File: config.mk
export PLATFORM = sky130hd
export DESIGN_NAME = mem_access_ctrl
export DESIGN_NICKNAME = d
export VERILOG_FILES = /design/src/rtl/mem_access_ctrl.sv
export SDC_FILE = /design/constraint.sdc
export NUM_CORES = 1
export LEC_CHECK = 0
export ABC_AREA = 0
export BUFFER_PORTS_ARGS = -buffer_cell sky130_fd_sc_hd__clkbuf_2
export CAP_MARGIN = 20
export CELL_PAD_IN_SITES_DETAIL_PLACEMENT = 1
export CELL_PAD_IN_SITES_GLOBAL_PLACEMENT = 2
export CORE_UTILIZATION = 22
export CTS_CLUSTER_SIZE = 40
export DETAILED_ROUTE_END_ITERATION = 8
export PLACE_DENSITY = 0.84
export SLEW_MARGIN = 5
export SYNTH_ARGS = -nofsm -noshare
export SYNTH_HDL_FRONTEND = slang
export SYNTH_SLANG_ARGS = --single-unit
File: constraint.sdc
create_clock -name clk -period 1.7 [get_ports clk]
set_input_delay 0.17 -clock clk [delete_from_list [all_inputs] [get_ports clk]]
set_output_delay 0.17 -clock clk [all_outputs]
set_load 0.02 [all_outputs]
File: src/rtl/mem_access_ctrl.sv
// rtl/mem_access_ctrl.sv - MEM-stage controller for a slow handshaked memory (IDLE/BUSY/DONE)
// Optional one-entry read buffer: define MEM_ACCESS_CTRL_RDBUF_EN.
`ifndef WORD_LEN
`define WORD_LEN 32
`endif

module mem_access_ctrl #(
  parameter int TIMEOUT = 15
) (
  input  logic                 clk,
  input  logic                 rst,
  input  logic                 MEM_R_EN,
  input  logic                 MEM_W_EN,
  input  logic [`WORD_LEN-1:0] ALU_res,
  input  logic [`WORD_LEN-1:0] ST_value,
  output logic                 freeze,
  output logic [`WORD_LEN-1:0] dataMem_out,
  output logic                 err,
  output logic                 mem_req,
  output logic                 mem_we,
  output logic [`WORD_LEN-1:0] mem_addr,
  output logic [`WORD_LEN-1:0] mem_wdata,
  input  logic [`WORD_LEN-1:0] mem_rdata,
  input  logic                 mem_ack
);

  localparam logic [1:0] IDLE = 2'd0;
  localparam logic [1:0] BUSY = 2'd1;
  localparam logic [1:0] DONE = 2'd2;
  // BUSY lasts at most TIMEOUT cycles; the last one aborts when the counter sits here
  localparam logic [7:0] CNT_LAST = 8'(TIMEOUT - 1);

  logic [1:0]           state;
  logic [7:0]           wait_cnt;
  logic [`WORD_LEN-1:0] rd_data;
  logic                 access;
  logic                 hit;

  assign access = MEM_R_EN | MEM_W_EN;

`ifdef MEM_ACCESS_CTRL_RDBUF_EN
  logic                 buf_valid;
  logic [`WORD_LEN-1:0] buf_tag;
  logic [`WORD_LEN-1:0] buf_data;

  assign hit = (state == IDLE) & MEM_R_EN & ~MEM_W_EN & buf_valid & (buf_tag == ALU_res);
  assign dataMem_out = hit ? buf_data : rd_data;

  // Only ack-completed accesses touch the buffer, so aborted reads never fill it
  always_ff @(posedge clk) begin
    if (rst) begin
      buf_valid <= 1'b0;
      buf_tag   <= '0;
      buf_data  <= '0;
    end else if (state == BUSY && mem_ack) begin
      if (!mem_we) begin
        buf_valid <= 1'b1;
        buf_tag   <= mem_addr;
        buf_data  <= mem_rdata;
      end else if (buf_valid && buf_tag == mem_addr) begin
        buf_data  <= mem_wdata;
      end
    end
  end
`else
  assign hit = 1'b0;
  assign dataMem_out = rd_data;
`endif

  assign freeze = access & (state != DONE) & ~hit;

  always_ff @(posedge clk) begin
    if (rst) begin
      state     <= IDLE;
      wait_cnt  <= '0;
      mem_req   <= 1'b0;
      mem_we    <= 1'b0;
      mem_addr  <= '0;
      mem_wdata <= '0;
      rd_data   <= '0;
      err       <= 1'b0;
    end else begin
      case (state)
        IDLE: begin
          if (access && !hit) begin
            mem_req   <= 1'b1;
            mem_we    <= MEM_W_EN;
            mem_addr  <= ALU_res;
            mem_wdata <= ST_value;
            wait_cnt  <= '0;
            state     <= BUSY;
          end
        end
        BUSY: begin
          if (mem_ack) begin
            mem_req <= 1'b0;
            mem_we  <= 1'b0;
            if (!mem_we) rd_data <= mem_rdata;
            state   <= DONE;
          end else if (wait_cnt == CNT_LAST) begin
            mem_req <= 1'b0;
            mem_we  <= 1'b0;
            err     <= 1'b1;
            if (!mem_we) rd_data <= '0;
            state   <= DONE;
          end else begin
            wait_cnt <= wait_cnt + 8'd1;
          end
        end
        DONE: begin
          mem_req <= 1'b0;
          state   <= IDLE;
        end
        default: state <= IDLE;
      endcase
    end
  end

endmodule

==> results by group <==
STA
  – Tmin final: 1.672 ns
  – Final hold vios: 0
  – Slew Viols, Final: 0
  – Period utilisation layout: 98.33%
  – Setup TNS: 0 ns
  – Slew headroom: between 70% and 80%
  – Finish-stage setup viols: 0
  – Hold WS: 0.03425 ns
  – Slew @ Worst Pin: a little over 0.4 ns
  – Fmax: 598.2 MHz
  – Worst Skew: between 0.01 and 0.015 ns

Placed design
  – Placed cell areas: 5649 µm²
  – GP Congestion: 0.7192
  – IO Port Bufs: 200
  – Placed cell count: 940
  – Final HPWL DP: between 9 and 10 mm

Floorplanning
  – Die area: 19620 µm²
  – Die Ht: between 100 and 150 µm
  – Initial core utilization: ~22%
  – I/O pin cnt: 201
  – Row count: 50
  – Core Region: 18710 µm²
  – Die width: 140.1 µm

Hold path
  – Hold Path Class: in2reg

Drt
  – Wire length per cell: 14.96 µm
  – DR vias/cell: around 4.5
  – Routed wire length: 14.38 mm
  – Post-route DRC: 0
  – Vias: 4324
  – ANT nets after route: 0
  – DRT iter0 DRCs: 154
  – Drt pass-1 iters: 4

CTS
  – CTS buffer count: 9
  – Hold_buf cts: 0
  – Clock latency at the later pin of the worst-skew pair: 0.35 ns
  – H-tree levels: 3
  – Root Buffer: clkbuf_16
  – Worst-path clk slew: 0.08 ns
  – Clock Path Buffers: 2
  – CTS sink cnt: 109
  – CTS tree: done

Power and ir drop
  – Max VDD drop: 471.3 µV
  – Clock power frac: 29.4%
  – Power Dens Cells: 1209 nW/µm²
  – Combinational share of power: 30.0%
  – Design internal power: 4830 µW
  – Sw frac: 34.36%
  – Leakage power: ~0.0027 µW
  – Flop pwr share: 40.7%
  – Sw power: 2529 µW

Finish
  – Area Overhead vs Synth: 45.11%
  – Commonest non-fill, non-tap cell in the layout: clkbuf_2
  – Share of post-route cells with drive strength above 1: 35.63%
  – Ant diodes: 0
  – Post-Layout Cell Count: 961
  – Fillers: 2300
  – Nets: 829
  – Most frequent cells in the layout: clkbuf_2, nand2_1, dfxtp_1, a21oi_1, nand3_1
  – Post-Layout Inst Area: 6086 µm²

Synth
  – Asr flop ratio synth: 0%
  – Post-Syn Area: between 4000 and 5000 µm²
  – Count of cell types in the netlist: 37
  – EDFF count, synth: 0
  – Syn_area_per_cell: 8.004 µm²
  – Syn_nets: 631
  – Mapped Cells: between 500 and 600
  – Register area share after synthesis: ~52%
  – Most used DFF post-synth: dfxtp_1
  – Synth warnings: 0
  – Register bit total from synthesis: 109

Global routing
  – Number of global-route vias before repair: 4311
  – Gr usage total: 14.14%
  – Initial antenna violation count: 0
  – Largest net degree at the start of global routing: 44
  – First-pass GRT wire length: 22.20 mm
  – Overflow after GRT: 0

Setup path
  – Critical path arrival: 1.91 ns
  – Crit-path slowest cell: dfxtp_1
  – Critical path data required time: about 1.9 ns
  – Worst Setup End Kind: flip-flop
  – Crit start category: flip-flop
  – Largest stage delay, worst path: roughly 0.32 ns
  – Kind of critical path: reg2reg
  – Crit path cell chain: inv_1, ha_1, nor2b_1, a21boi_1, nor2_1, a221oi_1
  – R2R setup slack: ~0.028 ns
  – CP Max Fanout: 3

Flow run
  – Max_cap viols: 0

Outcome
  – Status: complete, no violations
[layout make-up]
type	count	area, µm²	share of cell area (%)
multi-input cells	370	1887	31.00
well taps	234	292.8	4.811
flip-flops and latches	109	2185	35.90
clock buffers	10	229.0	3.762
inverters	4	15.01	0.2467
repair buffers	228	1408	23.13
clock inverters	6	70.07	1.151
[repair_timing]
action | in CTS | in global routing
pin swaps | 0 | 2
endpoints found under the setup margin | 2 | 28
endpoints found under the hold margin | 0 | 0
setup buffers | 0 | 1
cloned | 0 | 4
resized for setup | 1 | 10
[worst paths after layout]
check	from	to	cells after the start
max	state[1]	mem_req	6
min	ALU_res[5]	mem_addr[5]	3
max reg2reg	state[1]	mem_req	6
min reg2reg	mem_wdata[23]	mem_wdata[23]	2
[state kept, by name, indices dropped and copies added (netlist names)]
name	count
state	2
mem_we	1
dataMem_out	32
err	1
mem_wdata	32
wait_cnt	8
mem_req	1
mem_addr	32
[Yosys cell counts, types with 3 or more instances]
cell	count	area share (%)
a31oi_1	8	1.2
dfxtp_1	109	52
ha_1	6	1.8
clkbuf_1	39	3.5
nor2b_1	4	0.60
nor3b_1	4	0.72
nand3b_1	3	0.54
o21ai_0	36	4.3
inv_1	4	0.36
nand3_1	37	4.4
a21oi_1	98	12
nor2_1	6	0.54
nand2b_1	5	0.75
nand2_1	138	12
[power by group through the flow]
stage	clock, µW	combinational, µW	sequential, µW
2_1_floorplan	0	862	3370
3_3_place_gp	0	2150	3030
3_5_place_dp	0	2160	3050
4_1_cts	2270	2180	2990
5_1_grt	2370	2420	3030
6_report	2160	2200	2990
[critical path, delay by kind of cell, from the launching register on]
kind	cells	cell delay, ns
AOI/OAI and AO/OA	2	0.60
and+or+nand+nor	2	0.33
DFF	1	0.32
adders and majority gates	1	0.22
buffers and inverters	1	0.11
[per-stage QoR]
stage / worst slack, ns / total power (µW) / utilization, %
after floorplan: 0.01578 / 4237 / -
final: 0.02835 / 7359 / 32.54
after global routing: -0.05946 / 7814 / 32.54
after global placement: 0.04565 / 5180 / 30.20
after CTS: 0.02338 / 7441 / 31.84
after detailed placement: 0.006425 / 5214 / 30.20
[logic make-up after synthesis]
group	after synthesis	share of synthesized area (%)
buffers and inverters	46	4.355
and+or+nand+nor	211	22.67
DFF	109	52.03
adders and majority gates	6	1.790
muxes	2	0.4773
AOI/OAI and AO/OA	150	18.68
[layer usage]
layer | up-vias | routed length, µm | GRT usage, %
met5 | - | 0 | 0
met4 | 0 | 216 | 5.090
met3 | 15 | 911 | 4.274
met2 | 137 | 6709 | 23.05
met1 | 2000 | 6541 | 17.59
li1 | 2172 | - | -
No activity file was read; power rests on OpenSTA's default activity.
